==> src/rtl/wb_initiator_pkg.sv <==
// Shared definitions for the Wishbone initiator: FSM state and response
// status encodings, plus the timeout counter width helper.
package wb_initiator_pkg;

  // Initiator FSM states.
  typedef enum logic [1:0] {
    ST_IDLE = 2'd0,
    ST_BUS  = 2'd1,
    ST_RESP = 2'd2
  } state_t;

  // Response status reported on rsp_status.
  typedef enum logic [1:0] {
    STATUS_OK      = 2'd0,
    STATUS_ERR     = 2'd1,
    STATUS_TIMEOUT = 2'd2
  } status_t;

  // Width of a counter that must reach timeout without wrapping.
  // A disabled timeout (0) still gets a 1-bit counter so the vector is legal.
  function automatic int cnt_width(input int timeout);
    return (timeout > 0) ? $clog2(timeout + 1) : 1;
  endfunction

endpackage

==> src/rtl/wb_initiator.sv <==
// Single-outstanding classic Wishbone initiator. A command is taken in IDLE,
// run as one bus cycle in BUS, and reported back through a held response in
// RESP. A bus cycle ends on ack, err, or the optional timeout.
//
// Handshakes: a transfer on cmd_* or rsp_* happens on a rising edge where
// valid and ready are both high; the producer holds valid and its payload
// stable until that edge, and ready never depends on valid.
module wb_initiator
  import wb_initiator_pkg::*;
#(
  parameter int ADDR_WIDTH = 16,
  parameter int DATA_WIDTH = 16,
  parameter int TIMEOUT    = 255
) (
  input  logic                  clk,
  input  logic                  rst_n,
  // command channel
  input  logic                  cmd_valid,
  output logic                  cmd_ready,
  input  logic                  cmd_we,
  input  logic [ADDR_WIDTH-1:0] cmd_addr,
  input  logic [DATA_WIDTH-1:0] cmd_data,
  // response channel
  output logic                  rsp_valid,
  input  logic                  rsp_ready,
  output logic [DATA_WIDTH-1:0] rsp_data,
  output logic [1:0]            rsp_status,
  // Wishbone initiator port
  output logic                  m_cyc,
  output logic                  m_stb,
  output logic                  m_we,
  output logic [ADDR_WIDTH-1:0] m_addr,
  output logic [DATA_WIDTH-1:0] m_data_write,
  input  logic                  m_ack,
  input  logic                  m_err,
  input  logic [DATA_WIDTH-1:0] m_data_read,
  // debug view of the FSM
  output state_t                o_dbg_state
);

  localparam int CNT_W = cnt_width(TIMEOUT);
  // Counter value seen on the TIMEOUT-th BUS edge (counter starts at 0).
  localparam logic [CNT_W-1:0] CNT_LAST = CNT_W'((TIMEOUT > 0) ? TIMEOUT - 1 : 0);

  state_t                r_state;
  logic                  r_cyc;
  logic                  r_we;
  logic [ADDR_WIDTH-1:0] r_addr;
  logic [DATA_WIDTH-1:0] r_wdata;
  logic                  r_rsp_valid;
  logic [DATA_WIDTH-1:0] r_rsp_data;
  status_t               r_status;
  logic [CNT_W-1:0]      r_cnt;

  logic w_done;
  logic w_timeout;

  // Bus cycle completion terms, only meaningful while in BUS.
  assign w_done    = m_ack | m_err;
  assign w_timeout = (TIMEOUT > 0) && (r_cnt == CNT_LAST);

  // FSM with registered bus and response outputs.
  always_ff @(posedge clk or negedge rst_n) begin
    if (!rst_n) begin
      r_state     <= ST_IDLE;
      r_cyc       <= 1'b0;
      r_we        <= 1'b0;
      r_addr      <= '0;
      r_wdata     <= '0;
      r_rsp_valid <= 1'b0;
      r_rsp_data  <= '0;
      r_status    <= STATUS_OK;
      r_cnt       <= '0;
    end else begin
      case (r_state)
        ST_IDLE: begin
          if (cmd_valid) begin
            r_we    <= cmd_we;
            r_addr  <= cmd_addr;
            r_wdata <= cmd_data;
            r_cyc   <= 1'b1;
            r_cnt   <= '0;
            r_state <= ST_BUS;
          end
        end
        ST_BUS: begin
          if (w_done) begin
            // err wins over ack when both are present
            r_cyc       <= 1'b0;
            r_rsp_valid <= 1'b1;
            r_state     <= ST_RESP;
            if (m_err) begin
              r_status   <= STATUS_ERR;
              r_rsp_data <= '0;
            end else begin
              r_status   <= STATUS_OK;
              r_rsp_data <= r_we ? '0 : m_data_read;
            end
          end else if (w_timeout) begin
            r_cyc       <= 1'b0;
            r_rsp_valid <= 1'b1;
            r_status    <= STATUS_TIMEOUT;
            r_rsp_data  <= '0;
            r_state     <= ST_RESP;
          end else if (TIMEOUT > 0) begin
            // never reaches CNT_LAST+1, so it cannot wrap
            r_cnt <= r_cnt + CNT_W'(1);
          end
        end
        ST_RESP: begin
          if (rsp_ready) begin
            r_rsp_valid <= 1'b0;
            r_state     <= ST_IDLE;
          end
        end
        default: begin
          r_state <= ST_IDLE;
        end
      endcase
    end
  end

  assign cmd_ready    = (r_state == ST_IDLE);
  assign rsp_valid    = r_rsp_valid;
  assign rsp_data     = r_rsp_data;
  assign rsp_status   = r_status;
  assign m_cyc        = r_cyc;
  assign m_stb        = r_cyc;
  assign m_we         = r_we;
  assign m_addr       = r_addr;
  assign m_data_write = r_wdata;
  assign o_dbg_state  = r_state;

endmodule

==> config.mk <==
export PLATFORM = sky130hd
export DESIGN_NAME = wb_initiator
export DESIGN_NICKNAME = d
export VERILOG_FILES = /design/src/rtl/wb_initiator_pkg.sv /design/src/rtl/wb_initiator.sv
export SDC_FILE = /design/constraint.sdc
export NUM_CORES = 1
export LEC_CHECK = 0
export ABC_AREA = 1
export CORE_ASPECT_RATIO = 0.9
export CORE_UTILIZATION = 43
export DETAILED_ROUTE_END_ITERATION = 10
export PLACE_DENSITY = 0.81
export SYNTH_ARGS = -nofsm -noshare
export SYNTH_HDL_FRONTEND = slang
export SYNTH_SLANG_ARGS = --single-unit
==> constraint.sdc <==
create_clock -name clk -period 1.9 [get_ports clk]
set_input_delay 0.38 -clock clk [delete_from_list [all_inputs] [get_ports clk]]
set_output_delay 0.38 -clock clk [all_outputs]
set_load 0.01 [all_outputs]
== After elaboration in Yosys (flattened, before gate mapping) ==
Cells that the tools add are included.
Word-level totals
  input bits: 55
  output and inout port bits: 57
  logic and storage cells: 52
  bits in registers: 63
Operators by class
  mux-type cells: 23
  equal/unequal tests: 8
  $add $sub $neg: 1
  reduce and logical (&&, ||, !) cells: 10
  bitwise operators: 1
Operators with widths (count)
  $mux W16: 4
  $mux W8: 3
  $pmux W8 S2: 1
  $mux W2: 5
  $reduce_and A3 Y1: 3
  $add A8 B1 Y8 const B: 1
  $eq A8 B8 Y1 const B: 1
  $ne A2 B2 Y1 const B: 4
  $mux W1: 7
  $pmux W2 S3: 1
  $reduce_bool A2 Y1: 3
  $pmux W1 S2: 2
  $reduce_and A2 Y1: 2
  $reduce_and A4 Y1: 1
  $ne A3 B3 Y1 const B: 1
  $eq A2 B1 Y1 const B: 1
  $eq A2 B2 Y1 const B: 1
  $logic_not A2 Y1: 1
  $or A1 B1 Y1: 1

== Depth between registers and ports, before layout ==
  depth after elaboration: 4
  gate-level depth with buffers: 10
  mapped depth without buffers: 9

== Least setup slack after synthesis ==
No wires, ideal clock.
  path kind: register to register
  start point: register r_cnt[0]
  end point: register r_rsp_data[10], in the netlist rsp_data[10]
  setup slack: 0.502 ns
  stages on the path, launching flop included: 11
  buffers on the path: 1
  data required time: 1.783 ns
  period minus slack after synthesis: 1.398 ns
  data arrival time: 1.281 ns
  path through: dfrtp_1 inv_1 ha_1 inv_1 nor2_1 nand3_2 nand2_4 inv_2 buf_6 nand2_1 nand2_1
Between the ends
  cells in the longest elaborated chain, start to end: 3
Ends and longest elaborated chain
  start: declaration: RTL line wb_initiator.sv:53  | logic [CNT_W-1:0] r_cnt;
  start signal: assignment: RTL line wb_initiator.sv:107  | r_cnt <= r_cnt + CNT_W'(1);
  $eq A8 B8 Y1: RTL line wb_initiator.sv:60  | assign w_timeout = (TIMEOUT > 0) && (r_cnt == CNT_LAST);
  $reduce_bool A2 Y1 (no source line)
  $reduce_and A2 Y1 (no source line)
  end signal: assignment: RTL line wb_initiator.sv:97  | r_rsp_data <= r_we ? '0 : m_data_read;
  end: declaration: RTL line wb_initiator.sv:51  | logic [DATA_WIDTH-1:0] r_rsp_data;
Every way passes these cells.
A chain may end at the register's enable or synchronous reset.

== Worst setup path in the final report ==
  start point: register r_we, in the netlist m_we
  end point: output m_we
RTL lines
  start: declaration: RTL line wb_initiator.sv:47  | logic r_we;
  start signal: assignment: RTL line wb_initiator.sv:78  | r_we <= cmd_we;
  end: declaration: RTL line wb_initiator.sv:31  | output logic m_we,
No word-level cell between the ends.

==> results.json <==
{
  "dr_total_vias": 2104,
  "yosys-top-cells-area": "dfrtp_1 59%, mux2_2 13%, nand2_1 8.7%",
  "fillers": 426,
  "fin_nets": 409,
  "rrSetupSlack_ps": 380,
  "drive_above_1_share_pct": 18.5,
  "crit_fanout": 3,
  "io_pins": 112,
  "mostFrequentLayoutCell": "clkdlybuf4s50_1",
  "cts_buffer_depth": 2,
  "finalMaxSlewViolations": 0,
  "reg2reg_to": "rsp_data[6]",
  "yosysUniqueCellTypes": 26,
  "post-route-util_pct": 69.7,
  "fin_crit_ps": 1720,
  "die_w_um": 85.3,
  "cap_viol_max_count": 0,
  "yosysWarnings": 0,
  "clock_skew_ps": 9.74,
  "syn2layout_area_growth_pct": 51.8,
  "port-buffer-count": 111,
  "netlist_instances": 234,
  "routed_wl_mm": 6.07,
  "fmax_ghz": 0.583,
  "grt_pass1_vias": 2099,
  "reg2reg_from": "r_cnt[0]",
  "worst_path_max_delay_cell": "clkdlybuf4s50_1",
  "final_cell_mix": "109 x clkdlybuf4s50_1, 62 x nand2_1, 62 x dfrtp_1, 32 x mux2_2, 25 x nand3_1",
  "fin_tns_setup_ps": 0,
  "cts_tree": "yes",
  "grt_overflow": 0,
  "ys_seq_area_share_pct": 58.7,
  "cp_num_buf_inv": 1,
  "hold_viol": 0,
  "worstHoldPathType": "in2async",
  "cellPowerDensity_nw_per_um2": 1510,
  "root_buffer": "clkbuf_8",
  "final_antenna_net_count": 0,
  "critPathMaxStageDelay_ps": 590,
  "grt_pass1_wl_mm": 10.0,
  "crit_path_end_kind": "output pin",
  "clock_latency_ps": 340,
  "cts_buffers": 9,
  "row_count": 26,
  "cp_cell_sequence": "clkdlybuf4s50_1",
  "worstMarginPinSlew_ps": 333,
  "dp_hpwl_mm": 4.13,
  "gp_congestion": 0.767,
  "drc_errors": 0,
  "critPathRequiredTime_ps": 1520,
  "final_area_um2": 4080,
  "netlist.area_leader.share_pct": 58.7,
  "start_util_pct": 45.9,
  "dieArea_um2": 6570,
  "arrival_ps": 1340,
  "async_flop_share_pct": 100,
  "placed_area_um2": 3840,
  "synth_flop_cell": "dfrtp_1",
  "ff2ff_path_depth": 9,
  "first_iter_violations": 101,
  "detail_route.vias_per_cell": 4.93,
  "avgSynthCellArea_um2": 11.5,
  "rsz0062_at_grt": "false",
  "synth_edf_count": 0,
  "multi_input_area_um2": 981,
  "core_area_um2": 5860,
  "antenna_found_initial": 0,
  "status": "complete, no violations",
  "synth.largest_area_cell": "dfrtp_1",
  "path_delay_family": "buffers and inverters",
  "synth_area_um2": 2690,
  "setup_viol": 0,
  "clkTransAtPathRegs_ps": 70,
  "critical_path_class": "reg2out",
  "grt_usage_pct": 19.8,
  "n_antenna_cell": 0,
  "wl_per_cell_um": 14.2,
  "ff_latch_area_um2": 1580,
  "synth.net_count": 291,
  "grt_max_degree": 64,
  "start_kind": "flip-flop",
  "die_h_um": 77.0,
  "p_leak_nw": 1.82,
  "ys_seq_elements": 63,
  "fin_crit_sh_pct": 90.3,
  "htree_levels": 3,
  "clock-sinks": 63,
  "drtPass1Iterations": 4,
  "vdd_ir_drop_max_v": 0.000868,
  "slew_headroom_pct": 77.8
}
[through the flow]
step                power [W]  hold WS [ps]  setup WS (ps)  std cells
floorplan             0.00348          84.4            502        234
global placement      0.00479           421            231        410
detailed placement    0.00486           417            191        410
CTS                   0.00619          59.7           5.86        426
global route          0.00649          81.0            146        427
finish                0.00615          36.8            183        427
[state kept, by name, summed over array words and instances, names as in the netlist]
| signal | flops |
|---|---|
| m_addr | 16 |
| m_cyc | 1 |
| m_data_write | 16 |
| m_we | 1 |
| o_dbg_state | 2 |
| r_cnt | 8 |
| rsp_data | 16 |
| rsp_status | 2 |
| rsp_valid | 1 |
[Yosys cell counts, types with 2 or more instances]
| cell type | n |
|---|---|
| inv_2 | 2 |
| o21ai_1 | 9 |
| dfrtp_1 | 63 |
| mux2_2 | 32 |
| nand2_4 | 2 |
| buf_6 | 7 |
| nand2_1 | 62 |
| inv_1 | 8 |
| nor2_1 | 5 |
| ha_1 | 2 |
| nand3_2 | 2 |
| nor2_4 | 2 |
| nand3_1 | 25 |
[layout make-up]
class	count	area share, %
repair buffers	116	28.7
multi-input cells	152	24.0
inverters	10	0.920
clock buffers	13	3.90
well taps	70	2.15
clock inverters	3	1.60
flip-flops and latches	63	38.7
[repair_timing]
action / CTS / global route
setup buffers: 0 / 1
hold buffers: 0 / 0
resized for setup: 1 / 1
endpoints found under the setup margin: 1 / 1
[how the worst max path moves through the flow]
stage                              start        endpoint  slack (ps)  cells past startpoint
after global routing                m_we            m_we         150                      1
after detailed placement           m_err     rsp_data[1]         190                      6
after CTS                 o_dbg_state[1]       cmd_ready           6                      2
after floorplan                 r_cnt[0]    rsp_data[10]         500                     10
after global placement             m_err  o_dbg_state[1]         230                      5
final                               m_we            m_we         180                      1
[where the power goes]
group,internal (W),leakage [nW],switching [W],total (W)
sequential,0.00188,0.785,0.000324,0.00220
clock,0.000810,0.114,0.000501,0.00131
combinational,0.00155,0.923,0.00108,0.00263
[logic make-up after synthesis]
family,count (synthesis),share of synthesized area [%]
fa+ha+maj,2,0.931
simple gates,103,18.4
mux,33,13.8
buf+inv,19,4.80
xor+xnor,1,0.326
compound gates,13,3.03
flops,63,58.7
[routing by layer]
layer / track usage, % / wire length (um)
met2: 30.7 / 2840
met3: 9.58 / 563
met4: 4.00 / 56
met1: 25.3 / 2610
met5: 0 / 0
(Power assumes the default switching activity.)
